==> src/rtl/step_button_conditioner.sv <==
// Push-button to single-step clock: 2-flop sync, debounce FSM with optional auto-repeat, step shaper.
// press_pulse lands DEB_CYCLES+2 edges after the first sampled rise; pulses arriving while busy are dropped.
module step_button_conditioner #(
    parameter int unsigned DEB_CYCLES    = 1000000,
    parameter int unsigned STEP_HIGH     = 4,
    parameter bit          REPEAT_EN     = 1'b0,
    parameter int unsigned REPEAT_DELAY  = 50000000,
    parameter int unsigned REPEAT_PERIOD = 10000000,
    parameter int unsigned CNT_W         = 27
) (
    input  logic        CLK,
    input  logic        Reset,
    input  logic        button,
    output logic        btn_level,
    output logic        press_pulse,
    output logic        step_clk,
    output logic [15:0] step_count,
    output logic        busy
);

    typedef enum logic [1:0] {IDLE, ARM, HELD, DISARM} state_t;

    localparam logic [CNT_W-1:0] DEB_LAST   = CNT_W'(DEB_CYCLES - 1);
    localparam logic [CNT_W-1:0] REP_FIRST  = CNT_W'(REPEAT_DELAY - 1);
    localparam logic [CNT_W-1:0] REP_NEXT   = CNT_W'(REPEAT_PERIOD - 1);
    localparam logic [CNT_W-1:0] HIGH_LAST  = CNT_W'(STEP_HIGH - 1);
    localparam logic [CNT_W-1:0] GUARD_LAST = CNT_W'(STEP_HIGH);

    logic             s_meta, s;
    state_t           state, state_nxt;
    logic [CNT_W-1:0] deb_cnt, deb_nxt;
    logic [CNT_W-1:0] rep_cnt, rep_nxt;
    logic             rep_first, rep_first_nxt;
    logic             press_nxt;
    logic             rep_hit;
    logic [CNT_W-1:0] ph_cnt;

    always_ff @(posedge CLK or posedge Reset) begin
        if (Reset) begin
            s_meta <= 1'b0;
            s      <= 1'b0;
        end else begin
            s_meta <= button;
            s      <= s_meta;
        end
    end

    always_ff @(posedge CLK or posedge Reset) begin
        if (Reset) begin
            state       <= IDLE;
            deb_cnt     <= '0;
            rep_cnt     <= '0;
            rep_first   <= 1'b1;
            press_pulse <= 1'b0;
        end else begin
            state       <= state_nxt;
            deb_cnt     <= deb_nxt;
            rep_cnt     <= rep_nxt;
            rep_first   <= rep_first_nxt;
            press_pulse <= press_nxt;
        end
    end

    // First repeat waits REPEAT_DELAY, later ones REPEAT_PERIOD; both count from zero.
    assign rep_hit = (rep_cnt == (rep_first ? REP_FIRST : REP_NEXT));

    always_comb begin
        state_nxt     = state;
        deb_nxt       = deb_cnt;
        rep_nxt       = rep_cnt;
        rep_first_nxt = rep_first;
        press_nxt     = 1'b0;
        case (state)
            IDLE: begin
                rep_nxt       = '0;
                rep_first_nxt = 1'b1;
                if (s) begin
                    state_nxt = ARM;
                    deb_nxt   = '0;
                end
            end
            ARM: begin
                if (!s) begin
                    state_nxt = IDLE;
                end else if (deb_cnt == DEB_LAST) begin
                    state_nxt     = HELD;
                    press_nxt     = 1'b1;
                    rep_nxt       = '0;
                    rep_first_nxt = 1'b1;
                end else begin
                    deb_nxt = deb_cnt + CNT_W'(1);
                end
            end
            HELD: begin
                if (!s) begin
                    state_nxt = DISARM;
                    deb_nxt   = '0;
                end else if (REPEAT_EN) begin
                    if (rep_hit && !press_pulse) begin
                        press_nxt     = 1'b1;
                        rep_nxt       = '0;
                        rep_first_nxt = 1'b0;
                    end else if (!rep_hit) begin
                        rep_nxt = rep_cnt + CNT_W'(1);
                    end
                end
            end
            DISARM: begin
                // Repeat state is kept so a release bounce does not restart the delay.
                if (s) begin
                    state_nxt = HELD;
                end else if (deb_cnt == DEB_LAST) begin
                    state_nxt     = IDLE;
                    rep_nxt       = '0;
                    rep_first_nxt = 1'b1;
                end else begin
                    deb_nxt = deb_cnt + CNT_W'(1);
                end
            end
            default: state_nxt = IDLE;
        endcase
    end

    assign btn_level = (state == HELD) || (state == DISARM);

    // Low guard runs STEP_HIGH+1 cycles so busy drops one edge after the low phase completes.
    always_ff @(posedge CLK or posedge Reset) begin
        if (Reset) begin
            step_clk   <= 1'b0;
            busy       <= 1'b0;
            ph_cnt     <= '0;
            step_count <= 16'd0;
        end else if (!busy) begin
            if (press_pulse) begin
                step_clk   <= 1'b1;
                busy       <= 1'b1;
                ph_cnt     <= '0;
                step_count <= step_count + 16'd1;
            end
        end else if (step_clk) begin
            if (ph_cnt == HIGH_LAST) begin
                step_clk <= 1'b0;
                ph_cnt   <= '0;
            end else begin
                ph_cnt <= ph_cnt + CNT_W'(1);
            end
        end else begin
            if (ph_cnt == GUARD_LAST) begin
                busy   <= 1'b0;
                ph_cnt <= '0;
            end else begin
                ph_cnt <= ph_cnt + CNT_W'(1);
            end
        end
    end

endmodule

==> config.mk <==
export PLATFORM = sky130hd
export DESIGN_NAME = step_button_conditioner
export DESIGN_NICKNAME = d
export VERILOG_FILES = /design/src/rtl/step_button_conditioner.sv
export SDC_FILE = /design/constraint.sdc
export NUM_CORES = 1
export LEC_CHECK = 0
export BUFFER_PORTS_ARGS = -buffer_cell sky130_fd_sc_hd__clkbuf_2
export CORE_AREA = 2 2 109 111
export DETAILED_ROUTE_END_ITERATION = 8
export DIE_AREA = 0 0 111 113
export SLEW_MARGIN = 5
export SYNTH_ARGS = -nofsm -noshare
export SYNTH_HDL_FRONTEND = slang
export SYNTH_SLANG_ARGS = --single-unit
==> constraint.sdc <==
create_clock -name CLK -period 6.9 [get_ports CLK]
set_input_delay 1.035 -clock CLK [delete_from_list [all_inputs] [get_ports CLK]]
set_output_delay 1.035 -clock CLK [all_outputs]
set_load 0.05 [all_outputs]
==> metrics <==
status=finished, final reports clean; Critical Path AT=~2.8 ns; Post-Syn Instances=about 410; final slew viol count=0; initial core utilization=between 30% and 40%; syn_area_per_cell=around 9.5 um^2; Final min period=2.55 ns; htree depth=3; post-cts resize count=0; largest net degree at the start of global routing=78; Final Util=a little under 40%; clock share of power=50.9%; post-CTS setup buffer count=0; final hold viol count=0; antenna fix cells=0; Leak=1.94 nW; synth unique cells=44; commonest non-fill, non-tap cells in the layout=dfrtp_1, nand2_1, nor2_1; final WL=approximately 8400 um; number of global-route vias before repair=3,074; I/O pin cnt=23; gpl congestion=0.775; grt total ovfl=0; EDFF count, synth=0; Critical Path RT=just over 7 ns; Design Area, Final=about 0.0045 mm^2; share of flip-flops with an asynchronous set or reset=100%; Int Power=0.754 mW; period utilization=roughly 37%; drt via density=~5.5; Peak Freq=0.392 GHz; ratio of cells with drive above 1 in the final layout=12.4%; Post-DP Area=0.00416 mm^2; DIE AREA=around 0.013 mm^2; most common cell after layout, fill and taps aside=dfrtp_1; vias=3,178; P_sw=0.219 mW; worst-margin pin slew=between 1 and 1.5 ns; Core ar.=~0.011 mm^2; Placed Cells incl. Taps=between 500 and 600; Final ANT Viol Nets=0; DR WL/cell=roughly 15 um; die width=about 110 um; RSZ-0062 raised after global routing=no; Yosys warning total=0; VDD IR max=about 85 uV; flop and latch count out of synthesis=77; # nets final=around 440; first-pass GRT wire length=roughly 15,000 um; DRC=0; Sw Share=between 20% and 30%; Top FF cell, synth=dfrtp_1; Seq/Total Area, Yosys=roughly 50%; fill count=1,100; post-route insts no fill=approximately 580; Tot GR Track Use=14.3%; P per Cell Area=between 200 and 250 mW/mm^2; Iter 0 DRT Violations=between 200 and 300; TritonRoute pass-1 iters=4; Crit path largest cell delay=around 0.90 ns; TNS Setup=0 ns; Layout area overhead=14.8%; critical path startpoint category=flop; WS Path Type=reg -> reg; initial antenna violation count=0; clk buf depth=2; clk root buf=clkbuf_16; clock-pin slew on the worst setup and hold paths=around 0.070 ns; Worst setup EP type=flop; Setup violations, final=0; TritonCTS clock tree=yes; Rel. slew slack=22.5%; synthesized area=roughly 0.0039 mm^2; DPL Wire Length=5500 um; crit path cell chain=ha_1, nand3_1, or2_2, o31ai_1, o21ai_0, a21oi_1; worst skew pair latency=0.34 ns; hold crit path type=reg -> reg; critical-path maximum fanout=13; clk sinks=77; Post-CTS Hold Fix Bufs=0; syn nets=415; PortBufs=22; Logic pwr share=2.0%; CP max stage cell=o31ai_1; Die H=around 110 um; # rows=39; skew final=between 0.008 and 0.009 ns; sequential power share=between 40% and 50%; TritonCTS Buffers=9; Max Cap Viol=0
-- power by group through the flow --
stage | sequential [mW] | combinational [mW] | clock [mW]
after floorplan | 0.465 | 0.0148 | 0
after global placement | 0.466 | 0.0196 | 0
after detailed placement | 0.467 | 0.0201 | 0
after CTS | 0.458 | 0.0203 | 0.508
after global routing | 0.458 | 0.0231 | 0.528
final | 0.458 | 0.0193 | 0.496
-- state kept, by name (all words and copies together) (netlist names), named ones only --
name         cells
s                1
press_pulse      1
deb_cnt         27
ph_cnt          27
state            1
step_clk         1
busy             1
s_meta           1
step_count      16
-- critical path, delay by kind of cell (launching register included) --
family | cells | cell delay [ns]
flip-flops | 1 | 0.41
AO/OA/AOI/OAI | 3 | 1.27
adder cells (fa/ha/maj) | 1 | 0.18
AND/OR/NAND/NOR | 2 | 0.61
-- path summary, 6_finish.rpt --
check / depth (start not counted) / to / startpoint / slack, ns
worst max-delay path: 6 / deb_cnt[3] / deb_cnt[0] / 4.35
worst min register to register: 0 / s / s_meta / 0.35
min in group asynchronous: 3 / step_count[2] / Reset / 0.97
worst max register to register: 6 / deb_cnt[3] / deb_cnt[0] / 4.35
max in group asynchronous: 3 / ph_cnt[10] / Reset / 5.29
worst min-delay path: 0 / s / s_meta / 0.35
-- synth_stat cells (11+ instances only) --
library cell	n	area, um^2
xor2_1	21	184
nand4_1	18	113
nand2_1	41	154
a21oi_1	19	95.1
clkbuf_1	11	41.3
nand3_1	26	130
o21ai_0	17	85.1
a31oi_1	19	119
dfrtp_1	77	1930
nor2_1	29	109
xnor2_1	13	114
-- cell type report --
cell class	instances	area [um^2]	share of cell area (%)
clock buffers	11	243	5.43
clock inverters	5	67.6	1.51
inverters	10	37.5	0.840
multi-input cells	306	1880	42.0
flip-flops and latches	77	1930	43.1
well taps	143	179	4.00
repair buffers	26	140	3.14
-- through the flow --
stage	setup WS, ns	power [mW]	hold WS, ns
floorplan	3.90	0.480	0.331
detailed placement	4.37	0.487	0.346
CTS	4.37	0.986	0.361
global route	4.03	1.01	0.383
finish	4.35	0.973	0.354
global placement	4.47	0.486	0.335
-- cells by family after synthesis --
| logic type | count (synthesis) | share of synthesized area (%) |
|---|---|---|
| muxes | 3 | 0.835 |
| buffers and inverters | 25 | 2.44 |
| xor gates and xnor gates | 34 | 7.65 |
| and+or+nand+nor | 190 | 26.5 |
| DFF | 77 | 49.5 |
| AOI/OAI and AO/OA | 75 | 11.8 |
| adders and majority gates | 4 | 1.29 |
-- routing by layer --
metal  track usage [%]  vias to the layer above  share of wire (%)  wire, um
met5                 0                        -                  0         0
met4              6.42                        0                1.9       162
met3              2.52                       12                2.7       230
met2              22.9                       45                 47      3940
met1              19.1                     1578                 49      4090
li1                  -                     1543                  -         -
Power figures use the tool's default switching activity.
